`src/rtl/hazard_scoreboard_ctrl_if.sv`:
```
// ID-stage request and pipeline-control bundle between the datapath and
// the hazard scoreboard controller.
interface hazard_scoreboard_ctrl_if #(
  parameter int NUM_REGS   = 32,
  parameter int REG_ADDR_W = 5
);
  logic                  id_valid;
  logic [REG_ADDR_W-1:0] id_rs;
  logic [REG_ADDR_W-1:0] id_rt;
  logic                  id_uses_rs;
  logic                  id_uses_rt;
  logic                  id_reg_write;
  logic [REG_ADDR_W-1:0] id_rd;
  logic                  ex_branch_taken;
  logic                  stall_if;
  logic                  bubble_ex;
  logic                  flush_if_id;
  logic                  issue;
  logic [NUM_REGS-1:0]   busy_mask;
  logic [15:0]           stall_count;
  logic [1:0]            state;

  modport master (
    output id_valid, id_rs, id_rt, id_uses_rs, id_uses_rt,
           id_reg_write, id_rd, ex_branch_taken,
    input  stall_if, bubble_ex, flush_if_id, issue, busy_mask,
           stall_count, state
  );

  modport slave (
    input  id_valid, id_rs, id_rt, id_uses_rs, id_uses_rt,
           id_reg_write, id_rd, ex_branch_taken,
    output stall_if, bubble_ex, flush_if_id, issue, busy_mask,
           stall_count, state
  );
endinterface

```
`src/rtl/hazard_scoreboard_ctrl.sv`:
```
// 5-stage pipeline sequencer: countdown scoreboard for in-flight register
// writes, RAW stall/bubble generation and taken-branch squash.
module hazard_scoreboard_ctrl #(
  parameter int NUM_REGS     = 32,
  parameter int REG_ADDR_W   = 5,
  parameter int WB_LATENCY   = 3,
  parameter int FLUSH_CYCLES = 2
) (
  input  logic                    clk,
  input  logic                    reset,
  hazard_scoreboard_ctrl_if.slave bus
);

  typedef enum logic [1:0] {
    RUN   = 2'b00,
    STALL = 2'b01,
    FLUSH = 2'b10
  } state_t;

  localparam logic [2:0] LOAD_VAL  = 3'(WB_LATENCY);
  localparam logic [1:0] FCNT_INIT = (FLUSH_CYCLES > 1) ? 2'(FLUSH_CYCLES - 2) : 2'd0;

  state_t              state_q, state_d;
  logic [1:0]          fcnt_q, fcnt_d;
  logic [2:0]          cnt [NUM_REGS];
  logic [NUM_REGS-1:0] busy;
  logic                hazard;
  logic                rs_hit, rt_hit;
  logic [15:0]         stall_cnt_q;
  logic                load;

  always_comb begin
    busy = '0;
    for (int unsigned r = 1; r < NUM_REGS; r++) begin
      busy[r] = (cnt[r] != 3'd0);
    end
  end

  always_comb begin
    rs_hit = bus.id_uses_rs && (bus.id_rs != '0) && busy[bus.id_rs];
    rt_hit = bus.id_uses_rt && (bus.id_rt != '0) && busy[bus.id_rt];
    hazard = bus.id_valid && (rs_hit || rt_hit);
  end

  assign load = bus.issue && bus.id_reg_write && (bus.id_rd != '0);

  // A new writer reloads its counter even when an older write is still pending.
  always_ff @(posedge clk) begin
    if (reset) begin
      for (int unsigned r = 0; r < NUM_REGS; r++) begin
        cnt[r] <= '0;
      end
    end else begin
      for (int unsigned r = 1; r < NUM_REGS; r++) begin
        if (load && (bus.id_rd == REG_ADDR_W'(r))) begin
          cnt[r] <= LOAD_VAL;
        end else if (cnt[r] != 3'd0) begin
          cnt[r] <= cnt[r] - 3'd1;
        end
      end
      cnt[0] <= '0;
    end
  end

  always_ff @(posedge clk) begin
    if (reset) begin
      state_q <= RUN;
      fcnt_q  <= '0;
    end else begin
      state_q <= state_d;
      fcnt_q  <= fcnt_d;
    end
  end

  always_comb begin
    state_d         = state_q;
    fcnt_d          = fcnt_q;
    bus.stall_if    = 1'b0;
    bus.bubble_ex   = 1'b0;
    bus.flush_if_id = 1'b0;
    bus.issue       = 1'b0;

    if (reset) begin
      bus.bubble_ex = 1'b1;
    end else if (state_q == FLUSH) begin
      bus.flush_if_id = 1'b1;
      bus.bubble_ex   = 1'b1;
      if (fcnt_q == 2'd0) begin
        state_d = RUN;
      end else begin
        fcnt_d = fcnt_q - 2'd1;
      end
    end else if (bus.ex_branch_taken) begin
      // The branch cycle itself is the first squash cycle.
      bus.flush_if_id = 1'b1;
      bus.bubble_ex   = 1'b1;
      if (FLUSH_CYCLES > 1) begin
        state_d = FLUSH;
        fcnt_d  = FCNT_INIT;
      end else begin
        state_d = RUN;
      end
    end else if (hazard) begin
      bus.stall_if  = 1'b1;
      bus.bubble_ex = 1'b1;
      state_d       = STALL;
    end else begin
      bus.issue     = bus.id_valid;
      bus.bubble_ex = ~bus.id_valid;
      state_d       = RUN;
    end
  end

  always_ff @(posedge clk) begin
    if (reset) begin
      stall_cnt_q <= '0;
    end else if (bus.stall_if && (stall_cnt_q != 16'hFFFF)) begin
      stall_cnt_q <= stall_cnt_q + 16'd1;
    end
  end

  assign bus.busy_mask   = busy;
  assign bus.stall_count = stall_cnt_q;
  assign bus.state       = state_q;

endmodule

```
`src/flat_wrapper.sv`:
```
// flat-port wrapper written by rule: the top's interface ports become plain ports
module hazard_scoreboard_ctrl_flat 
#(
  parameter int NUM_REGS     = 32,
  parameter int REG_ADDR_W   = 5,
  parameter int WB_LATENCY   = 3,
  parameter int FLUSH_CYCLES = 2
)
  (clk, reset, bus_id_valid, bus_id_rs, bus_id_rt, bus_id_uses_rs, bus_id_uses_rt, bus_id_reg_write, bus_id_rd, bus_ex_branch_taken, bus_stall_if, bus_bubble_ex, bus_flush_if_id, bus_issue, bus_busy_mask, bus_stall_count, bus_state);
  hazard_scoreboard_ctrl_if #(.NUM_REGS(NUM_REGS), .REG_ADDR_W(REG_ADDR_W)) bus_i ();
  input  logic clk;
  input  logic reset;
  input wire logic [$bits(bus_i.id_valid)-1:0] bus_id_valid;
  input wire logic [$bits(bus_i.id_rs)-1:0] bus_id_rs;
  input wire logic [$bits(bus_i.id_rt)-1:0] bus_id_rt;
  input wire logic [$bits(bus_i.id_uses_rs)-1:0] bus_id_uses_rs;
  input wire logic [$bits(bus_i.id_uses_rt)-1:0] bus_id_uses_rt;
  input wire logic [$bits(bus_i.id_reg_write)-1:0] bus_id_reg_write;
  input wire logic [$bits(bus_i.id_rd)-1:0] bus_id_rd;
  input wire logic [$bits(bus_i.ex_branch_taken)-1:0] bus_ex_branch_taken;
  output wire logic [$bits(bus_i.stall_if)-1:0] bus_stall_if;
  output wire logic [$bits(bus_i.bubble_ex)-1:0] bus_bubble_ex;
  output wire logic [$bits(bus_i.flush_if_id)-1:0] bus_flush_if_id;
  output wire logic [$bits(bus_i.issue)-1:0] bus_issue;
  output wire logic [$bits(bus_i.busy_mask)-1:0] bus_busy_mask;
  output wire logic [$bits(bus_i.stall_count)-1:0] bus_stall_count;
  output wire logic [$bits(bus_i.state)-1:0] bus_state;
  assign bus_i.id_valid = bus_id_valid;
  assign bus_i.id_rs = bus_id_rs;
  assign bus_i.id_rt = bus_id_rt;
  assign bus_i.id_uses_rs = bus_id_uses_rs;
  assign bus_i.id_uses_rt = bus_id_uses_rt;
  assign bus_i.id_reg_write = bus_id_reg_write;
  assign bus_i.id_rd = bus_id_rd;
  assign bus_i.ex_branch_taken = bus_ex_branch_taken;
  assign bus_stall_if = bus_i.stall_if;
  assign bus_bubble_ex = bus_i.bubble_ex;
  assign bus_flush_if_id = bus_i.flush_if_id;
  assign bus_issue = bus_i.issue;
  assign bus_busy_mask = bus_i.busy_mask;
  assign bus_stall_count = bus_i.stall_count;
  assign bus_state = bus_i.state;
  hazard_scoreboard_ctrl #(.NUM_REGS(NUM_REGS), .REG_ADDR_W(REG_ADDR_W), .WB_LATENCY(WB_LATENCY), .FLUSH_CYCLES(FLUSH_CYCLES)) u_core (.clk(clk), .reset(reset), .bus(bus_i));
endmodule
```
`config.mk`:
```
export PLATFORM = sky130hd
export DESIGN_NAME = hazard_scoreboard_ctrl_flat
export DESIGN_NICKNAME = d
export VERILOG_FILES = /design/src/rtl/hazard_scoreboard_ctrl_if.sv /design/src/rtl/hazard_scoreboard_ctrl.sv /design/src/flat_wrapper.sv
export SDC_FILE = /design/constraint.sdc
export NUM_CORES = 1
export LEC_CHECK = 0
export ABC_AREA = 1
export CORE_MARGIN = 2
export CORE_UTILIZATION = 50
export DETAILED_ROUTE_END_ITERATION = 16
export HOLD_SLACK_MARGIN = 0.12
export PLACE_DENSITY = 0.83
export SYNTH_ARGS = -nofsm -noshare
export SYNTH_HDL_FRONTEND = slang
export SYNTH_SLANG_ARGS = --single-unit
```
`constraint.sdc`:
```
create_clock -name clk -period 3.1 [get_ports clk]
set_input_delay 0.62 -clock clk [delete_from_list [all_inputs] [get_ports clk]]
set_output_delay 0.62 -clock clk [all_outputs]
set_load 0.1 [all_outputs]
```
# Word-level counts from Yosys, hierarchy flattened

Memory sizes are Yosys's and may differ from the RTL's.
Cells that the tools add are included.

Register bits: 20
Latch bits: 0
RAM bits: 96
ROM bits: 0
Input port bits: 22
Memories: 1

Add/sub/neg operators: 33
$mul: 0
Div/mod/pow operators: 0
Magnitude comparators: 2
Equality and inequality tests: 35
Shift operators: 0
Muxes and demuxes: 309
Bitwise operators: 64
Reductions and logical operators: 77

Memory list:

| memory     | words | bits a word | rd ports | clocked after memory_dff | wr ports | line                         | source |
|---|---|---|---|---|---|---|---|
| u_core.cnt | 32    | 3           | 31       | 0                        | 32       | hazard_scoreboard_ctrl.sv:25 | `logic [2:0] cnt [NUM_REGS];` |

Operator list:

| cell                    | number |
|---|---|
| $mux W1                 | 238 |
| $mux W3                 | 63 |
| $reduce_bool A3 Y1      | 31 |
| $sub A3 B1 Y3 const B   | 31 |
| $eq A5 B5 Y1 const B    | 16 |
| $or A1 B1 Y1            | 63 |
| $eq A5 B4 Y1 const B    | 8 |
| $logic_and A1 B1 Y1     | 39 |
| $eq A5 B3 Y1 const B    | 4 |
| $add A16 B1 Y16 const B | 1 |
| $ne A16 B16 Y1 const B  | 1 |
| $reduce_bool A5 Y1      | 3 |
| $lt A5 B6 Y1 const B    | 2 |
| $mux W2                 | 6 |
| $bmux W1 S5             | 2 |
| $eq A5 B2 Y1 const B    | 2 |
| $eq A5 B1 Y1 const B    | 1 |
| $ne A2 B2 Y1 const B    | 2 |
| $eq A2 B2 Y1 const B    | 1 |
| $logic_not A2 Y1        | 1 |
| $reduce_and A2 Y1       | 1 |
| $reduce_bool A2 Y1      | 1 |
| $sub A2 B1 Y2 const B   | 1 |
| $logic_or A1 B1 Y1      | 1 |
| $not A1 Y1              | 1 |

# Depth between registers and ports, before layout

Gate-level depths: netlist of the first run.
An unclocked memory read counts as a cell.

Depth after elaboration: 19
Gate-level depth with buffers: 17

# Worst setup path after synthesis of the first run

OpenSTA, ideal clock, no wires.

Kind: register to output
Start: mem u_core.cnt[5][0] (netlist: u_core.cnt[0][15])
End: out bus_issue
Data arrival time: 3042 ps
Data required time: 2480 ps
Path slack: -562 ps
Stages on the path, launching flop included: 13
Buffers on the path: 0
Cell sequence: edfxtp_1 inv_1 ha_1 nand2_1 inv_1 nand2_1 o211ai_1 nand2_1 a21oi_1 nor2_2 nand2_4 nand3_4 inv_1

RTL lines:

| item        | line                         | source |
|---|---|---|
| from (decl) | hazard_scoreboard_ctrl.sv:25 |  |
| to (decl)   | flat_wrapper.sv:24           | `output wire logic [$bits(bus_i.issue)-1:0] bus_issue;` |

# Worst setup path after layout of the first run

Start: in bus_id_rs[2]
End: out bus_issue

Cells in the longest elaborated chain, start to end: 9
Elaborated cells between the ends (all ways): 11
Classes of those cells: mux (6); reduce/logical (5)

Ends and longest elaborated chain:

| item                                                                 | line                          | source |
|---|---|---|
| from (decl)                                                          | flat_wrapper.sv:14            | `input wire logic [$bits(bus_i.id_rs)-1:0] bus_id_rs;` |
| $bmux W1 S5 or $reduce_bool A5 Y1 (tied branches)                    | hazard_scoreboard_ctrl.sv:40  | `rs_hit = bus.id_uses_rs && (bus.id_rs != '0) && busy[bus.id_rs];` |
| $mux W1 (not written as such) or $logic_and A1 B1 Y1 (tied branches) | hazard_scoreboard_ctrl.sv:40  |  |
| $logic_and A1 B1 Y1 *                                                | hazard_scoreboard_ctrl.sv:40  |  |
| $logic_or A1 B1 Y1 *                                                 | hazard_scoreboard_ctrl.sv:42  | `hazard = bus.id_valid && (rs_hit \|\| rt_hit);` |
| $logic_and A1 B1 Y1 *                                                | hazard_scoreboard_ctrl.sv:42  |  |
| $mux W1 *                                                            | hazard_scoreboard_ctrl.sv:103 | `end else if (hazard) begin` |
| $mux W1 *                                                            | hazard_scoreboard_ctrl.sv:93  | `end else if (bus.ex_branch_taken) begin` |
| $mux W1 *                                                            | hazard_scoreboard_ctrl.sv:85  | `end else if (state_q == FLUSH) begin` |
| $mux W1 *                                                            | hazard_scoreboard_ctrl.sv:83  | `if (reset) begin` |

Every way passes the cells marked *; elsewhere a longest branch is shown, timed or not. The select of a mux whose other input is x is not followed.

==> results of run 1 <==
## flip-flops by register name (all words and copies together), names as in the netlist
name and flops:
u_core.cnt 93, u_core.bus.stall_count 16, u_core.bus.state 2, u_core.fcnt_q 2
## path summary, 6_finish.rpt
path / slack [ns] / endpoint
max: 0.11 / bus_issue
min: 0.47 / u_core.fcnt_q[1]$_SDFFE_PP0P_
max reg2reg: 0.44 / u_core.cnt[1][40]$_SDFFE_PP0P_
min reg2reg: 0.47 / u_core.fcnt_q[1]$_SDFFE_PP0P_
## final cells by class
| type | count | area, sq um |
|---|---|---|
| clock inverter | 12 | 189 |
| inverter | 172 | 654 |
| tap | 184 | 230 |
| clock buffer | 20 | 437 |
| multi-input combinational | 683 | 3930 |
| sequential | 113 | 2770 |
| timing repair buffer | 94 | 842 |
| fill | 1239 | 5540 |
## where the power goes
part	total [mW]	internal [mW]	switching [mW]
clock	2.10	1.41	0.687
combinational	5.45	1.47	3.99
sequential	2.40	2.19	0.208
## worst max-delay path, stage by stage
cell	delay [ns]
clkdlybuf4s50_1	0.52
inv_2	0.09
nand2_2	0.10
inv_2	0.04
a21oi_1	0.13
nand3_1	0.08
nand3_1	0.08
nand2_1	0.07
nor2_2	0.13
nand2_4	0.10
nand3_4	0.13
clkinvlp_4	0.11
buf_12	0.17
## layer usage
metal	track usage (%)	up-vias	share of wire, %
li1	-	3346	-
met4	10.8	0	3.0
met2	40.3	247	49
met1	28.8	3110	42
met3	4.60	54	5.6
met5	0	-	0
## per-stage QoR
stage	power [mW]	instance area [sq um]	hold slack [ns]	util (%)	setup TNS, ns
finish	9.95	9050	0.467	62.0	0
global route	10.6	9050	0.514	62.0	-0.00721
global placement	7.63	8410	0.453	57.6	0
detailed placement	7.78	8410	0.461	57.6	-0.00264
CTS	9.96	9030	0.468	61.9	0
floorplan	6.66	7520	0.445	-	-0.254
## cells by family after synthesis
logic type	share of synthesized area, %
DFF	37.1
buffers and inverters	11.0
and+or+nand+nor	31.0
AOI/OAI and AO/OA	5.17
adders and majority gates	10.7
other	0.0501
xor gates and xnor gates	5.03
## repair_timing
item | 4_1_cts | 5_1_grt
pin swaps | 0 | 1
endpoints found under the setup margin | 1 | 3
buffers inserted | 0 | 1
resized for setup | 3 | 4
## cell usage in the layout, fill, tap and decap left out, types with 4 or more instances in the layout
cell	count
nand2_1	182
inv_1	165
nor2_1	120
nand3_1	117
buf_4	66
ha_1	64
dfxtp_1	62
edfxtp_1	51
xnor2_1	35
o21ai_0	28
nand2_2	26
nor3_1	23
a21oi_1	20
clkdlybuf4s50_1	18
clkbuf_16	17
o31ai_1	13
nand2_4	11
nor3b_1	11
xor2_1	8
buf_12	7
nand4_1	5
bufinv_16	5
inv_2	4
nor4_1	4
clkinv_2	4
==> flow_summary.rst, run 1 <==
.. list-table::
   :header-rows: 1

   * - Metric
     - Value
   * - Residual DRC
     - 0
   * - Arrival time of the worst setup path
     - 2.37 ns
   * - Area delta synth->final
     - 21.0%
   * - Setup violators final
     - 0
   * - Vias in the first global route
     - 6453
   * - Number of enable-type register cells in the synthesized netlist
     - 51
   * - Antenna violations before repair
     - 0
   * - Number of cells traversed by the worst hold path
     - 2
   * - List of most frequent post-synthesis cells
     - 193 x nand2_1, 167 x inv_1, 121 x nor2_1
   * - Clock tree root driver cell
     - clkbuf_16
   * - Die width
     - 126 microns
   * - Number of search-and-repair iterations in the first detailed-routing pass
     - 5
   * - Sequential fraction of the synthesis area
     - 37.1%
   * - Max_slew headroom
     - 52.3%
   * - First-pass GRT wire length
     - 30200 microns
   * - Die extent in y
     - 126 microns
   * - Total global routing overflow
     - 0
   * - Max Clock Skew
     - 0.00686 ns
   * - Final Critical Period
     - between 2 and 3 ns
   * - Start of the worst register-to-register path
     - u_core.cnt[0][3]$_SDFFCE_PN0P_
   * - Top-area cell type share of the netlist area
     - 20.5%
   * - Slew at the pin closest to its max-slew limit
     - 0.716 ns
   * - Setup slack of the critical path after layout
     - 0.107 ns
   * - Total global-route track usage
     - between 20% and 30%
   * - Peak supply drop
     - approximately 0.89 mV
   * - Total Die Area
     - 0.0160 sq mm
   * - Sum of net half-perimeters after detailed placement
     - 12900 microns
   * - Detailed router's first-iteration violation count
     - 600
   * - Post-synth top area cell
     - edfxtp_1
   * - Synth Register Bits
     - about 110
   * - Element type at the critical path end
     - output pin
   * - Synth cell types
     - 38
   * - Depth of the worst register-to-register path
     - 18
   * - Most area-consuming cells after synthesis
     - edfxtp_1 20%, dfxtp_1 17%, ha_1 11%, nand2_1 9.7%, inv_1 8.4%
   * - Total instance count after detailed placement
     - about 1200
   * - Cts hold-fix bufs
     - 0
   * - Number of top-level pins
     - 76
   * - Maximum net fanout on the critical path
     - 6
   * - Static leakage
     - approximately 4.3 nW
   * - Weighted congestion reported at the end of routability-driven placement
     - 0.918
   * - DRT antenna net count
     - 0
   * - Routed wire length per instance
     - 14.2 microns
   * - Avg Vias per Cell
     - 5.29
   * - Final net count
     - 1167
   * - Maximum count of clock buffers along a single path
     - 2
   * - Number of antenna repair diodes
     - 0
   * - Proportion of register bits with asynchronous set or reset after synthesis
     - 0%
   * - Number of core rows
     - 44
   * - Fmax
     - 334 MHz
   * - Level count of the clock H-tree
     - 4
   * - Number of buffers inserted by port buffering
     - 74
   * - Dominant cell by count in the synthesized netlist
     - nand2_1
   * - Hold/Removal Path Class
     - flop to flop
   * - Worst-skew pair later-pin latency
     - 0.42 ns
   * - Maximum number of pins on one net before global-route repair
     - 66
   * - Status
     - completed
   * - Number of warning messages in the yosys log
     - 0
   * - Per-instance average area after synthesis
     - 7.52 sq um
   * - Via count of the routed design
     - about 6800
   * - Area of the mapped netlist
     - 0.00748 sq mm
   * - Routed WL
     - 18100 microns
   * - Starting Density
     - about 50%
   * - RSZ-0062 raised after global routing
     - yes
   * - Most used flip-flop cell after synthesis
     - dfxtp_1
   * - Final-report hold violation count
     - 0
   * - Pre-CTS WS
     - -0.00264 ns
   * - CTS Sinks
     - around 110
   * - Synthesized instance count
     - between 900 and 1000
   * - Start point of the worst min-delay path
     - u_core.fcnt_q[1]$_SDFFE_PP0P_
   * - Required time worst endpoint
     - around 2.5 ns
   * - Mapped Nets
     - 1081
   * - Clock transition at path regs
     - 0.05 ns
   * - Startpoint kind of the worst setup timing path
     - input port
   * - Core ar.
     - 0.0146 sq mm
   * - Max-slew violation count
     - 0
   * - Critical path start-end classification
     - input port to output pin
   * - Worst setup path startpoint
     - bus_id_rs[2]
   * - Final period util
     - 96.5%
   * - Share of layout cells above drive strength 1
     - 14.2%
   * - Final standard cell count with taps included and fillers excluded
     - 1278
   * - Power per unit of standard cell area
     - approximately 1100 mW/mm^2
   * - Number of buffers inserted during clock tree synthesis
     - 17
   * - Clock tree from TritonCTS
     - done
   * - Count of max-cap constraint violations
     - 0
(Power assumes the default switching activity.)
==> run 2, diff against run 1 <==
--- a/config.mk
+++ b/config.mk
@@ -8,9 +8,11 @@
 export ABC_AREA = 1
 export CORE_MARGIN = 2
 export CORE_UTILIZATION = 50
+export CTS_CLUSTER_SIZE = 8
 export DETAILED_ROUTE_END_ITERATION = 16
 export HOLD_SLACK_MARGIN = 0.12
-export PLACE_DENSITY = 0.83
+export PLACE_DENSITY = 0.72
+export SLEW_MARGIN = 10
 export SYNTH_ARGS = -nofsm -noshare
 export SYNTH_HDL_FRONTEND = slang
 export SYNTH_SLANG_ARGS = --single-unit
==> flow_summary.rst, run 2 (synthesis results as in run 1) <==
.. list-table::
   :header-rows: 1

   * - Metric
     - Value
   * - Status
     - completed
   * - Worst-skew pair later-pin latency
     - about 0.42 ns
   * - Peak supply drop
     - about 0.69 mV
   * - Die width
     - 126 microns
   * - Max FFs per register
     - 93
   * - Total global-route track usage
     - 22.7%
   * - Avg Vias per Cell
     - 5.06
   * - Number of top-level pins
     - 76
   * - End point of the worst hold path
     - u_core.fcnt_q[1]$_SDFFE_PP0P_
   * - Slowest library cell on the worst path
     - clkdlybuf4s50_1
   * - RSZ-0062 raised after global routing
     - no
   * - Sum of net half-perimeters after detailed placement
     - 12600 microns
   * - Most frequent standard cell in the layout excluding fill and tap cells
     - nand2_1
   * - Maximum number of pins on one net before global-route repair
     - 66
   * - Start of the worst register-to-register path
     - u_core.cnt[0][15]$_SDFFCE_PN0P_
   * - Starting Density
     - 51.3%
   * - Via count of the routed design
     - 6478
   * - Number of cells traversed by the worst hold path
     - 2
   * - Number of core rows
     - 44
   * - Worst path cell trace
     - clkdlybuf4s50_1, clkinv_2, nand3_1, nand3_1, nand2_1, nand2_1, nand3_1, nand3_4, a21oi_4, buf_12
   * - Start point of the worst min-delay path
     - u_core.fcnt_q[1]$_SDFFE_PP0P_
   * - Buffers & Inverters on Critical Path
     - 3
   * - Power per unit of standard cell area
     - ~1100 mW/mm^2
   * - Final Critical Period
     - ~3 ns
   * - Level count of the clock H-tree
     - 4
   * - Core ar.
     - 0.0146 sq mm
   * - Total Die Area
     - 0.0160 sq mm
   * - Residual DRC
     - 0
   * - Final hold slack
     - roughly 0.47 ns
   * - Maximum net fanout on the critical path
     - 9
   * - Count of max-cap constraint violations
     - 0
   * - Max_slew headroom
     - around half
   * - Share of layout cells above drive strength 1
     - 14.3%
   * - Reg-to-Reg End
     - u_core.cnt[1][3]$_DFFE_PP_
   * - Die extent in y
     - 126 microns
   * - Filler cell count in the final layout
     - 1294
   * - Routed wire length per instance
     - approximately 13 microns
   * - Number of buffers inserted during clock tree synthesis
     - 17
   * - Hold/Removal Path Class
     - flop to flop
   * - Final net count
     - 1169
   * - Vias in the first global route
     - 6131
   * - Required time worst endpoint
     - 2.48 ns
   * - Fmax
     - about 340 MHz
   * - DRT antenna net count
     - 0
   * - Slew at the pin closest to its max-slew limit
     - 0.723 ns
   * - Element type at the critical path end
     - output pin
   * - Final Core Density
     - between 60% and 70%
   * - Max Clock Skew
     - 0.0105 ns
   * - Maximum count of clock buffers along a single path
     - 2
   * - CP dominant cell by count
     - nand3_1
   * - Final period util
     - between 90% and 100%
   * - Number of search-and-repair iterations in the first detailed-routing pass
     - 5
   * - Number of antenna repair diodes
     - 0
   * - Reg-to-reg setup timing slack
     - 0.50 ns
   * - Antenna violations before repair
     - 0
   * - Clock tree from TritonCTS
     - done
   * - Final-report hold violation count
     - 0
   * - Arrival time of the worst setup path
     - about 2.3 ns
   * - Area delta synth->final
     - 21.1%
   * - Clock tree root driver cell
     - clkbuf_16
   * - Setup violators final
     - 0
   * - Depth of the worst register-to-register path
     - 15
   * - Static leakage
     - 4.37 nW
   * - Design Power
     - 9.77 mW
   * - Critical path start-end classification
     - input port to output pin
   * - Most frequent cells in the layout
     - 182 x nand2_1, 165 x inv_1, 121 x nor2_1
   * - Weighted congestion reported at the end of routability-driven placement
     - 0.919
   * - Max-slew violation count
     - 0
   * - Clock transition at path regs
     - 0.05 ns
   * - Biggest register
     - u_core.cnt
   * - Cts hold-fix bufs
     - 0
   * - CTS Sinks
     - 113
   * - Longest individual stage delay on the worst path
     - 0.55 ns
   * - Detailed router's first-iteration violation count
     - 419
   * - Startpoint kind of the worst setup timing path
     - input port
   * - First-pass GRT wire length
     - 28800 microns
   * - Routed WL
     - 17300 microns
   * - Cell class contributing the biggest share of worst-path delay
     - buffers and inverters
   * - Number of buffers inserted by port buffering
     - 74
   * - Total global routing overflow
     - 0
-- run 2: cell types whose count changed in the layout (fill, tap and decap cells not counted), moves of 2 or more --
cell            change
dlymetal6s2s_1      +2
buf_4               +2
clkbuf_16           +3
bufinv_16           -3
-- run 2: repair_timing --
action,in CTS,in global routing
gates cloned,0,0
pin swaps,1,2
setup buffers,1,1
gates resized for setup,1,4
endpoints found under the setup margin,1,3
endpoints found under the hold margin,0,0
-- run 2: worst register-to-register path: stages (launching register included) --
cell      delay, ns
edfxtp_1       0.38
inv_1          0.10
ha_1           0.18
nand2_2        0.10
inv_1          0.15
nand2_1        0.07
o211ai_1       0.08
nand2_1        0.06
a21oi_1        0.17
nor2_2         0.07
nand2_4        0.11
nand3_4        0.11
buf_4          0.17
nor2_8         0.16
nand3_1        0.19
nand3_1        0.19
-- run 2: how the worst max path moves through the flow --
stage / start / to / slack, ns / cells after the start
3_3_place_gp: bus_id_rt[1] / bus_issue / 0.02 / 11
6_report: bus_id_rt[1] / bus_stall_if / 0.17 / 10
2_1_floorplan: u_core.cnt[0][6]$_SDFFCE_PN0P_ / bus_issue / -0.25 / 12
5_1_grt: u_core.cnt[0][15]$_SDFFCE_PN0P_ / bus_issue / 0.03 / 13
4_1_cts: bus_id_rt[0] / bus_issue / 0.03 / 12
3_5_place_dp: bus_id_rt[0] / bus_issue / -0.005 / 12
-- run 2: power breakdown --
part	leakage, nW	switching, mW	internal [mW]
Clock	0.306	0.672	1.34
Combinational	3.00	3.91	1.46
Sequential	1.07	0.200	2.19
-- run 2: final cells by class --
cell class / instances / area [sq um] / share of cell area [%]
Clock inverter: 8 / 93.8 / 1.04
Inverter: 172 / 653 / 7.21
Timing Repair Buffer: 96 / 863 / 9.53
Sequential cell: 113 / 2770 / 30.6
Clock buffer: 24 / 526 / 5.80
Tap cell: 184 / 230 / 2.54
Multi-Input combinational cell: 683 / 3930 / 43.3
-- run 2: layer usage --
metal | up-vias | routed length [microns] | track usage (%) | share of wire (%)
met5 | - | 0 | 0 | 0
met1 | 2907 | 7720 | 29.1 | 45
met4 | 0 | 394 | 8.60 | 2.3
met3 | 28 | 954 | 4.81 | 5.5
met2 | 193 | 8180 | 37.6 | 47
li1 | 3350 | - | - | -
-- run 2: stage by stage --
step / cells / instance area (sq um) / worst slack (ns) / TNS (ns)
4_1_cts: 1279 / 9040 / 0.0251 / 0
3_5_place_dp: 1246 / 8410 / -0.00502 / -0.00502
6_report: 1280 / 9060 / 0.169 / 0
3_3_place_gp: 1246 / 8410 / 0.0187 / 0
5_1_grt: 1280 / 9060 / 0.0254 / 0
2_1_floorplan: 995 / 7520 / -0.254 / -0.254
==> run 3, diff against run 2 <==
--- a/config.mk
+++ b/config.mk
@@ -6,13 +6,14 @@
 export NUM_CORES = 1
 export LEC_CHECK = 0
 export ABC_AREA = 1
+export CAP_MARGIN = 30
 export CORE_MARGIN = 2
 export CORE_UTILIZATION = 50
 export CTS_CLUSTER_SIZE = 8
 export DETAILED_ROUTE_END_ITERATION = 16
 export HOLD_SLACK_MARGIN = 0.12
 export PLACE_DENSITY = 0.72
-export SLEW_MARGIN = 10
+export SLEW_MARGIN = 20
 export SYNTH_ARGS = -nofsm -noshare
 export SYNTH_HDL_FRONTEND = slang
 export SYNTH_SLANG_ARGS = --single-unit
==> results of run 3 <==
No change in the layout: final DEF, timing and power equal those of run 2.
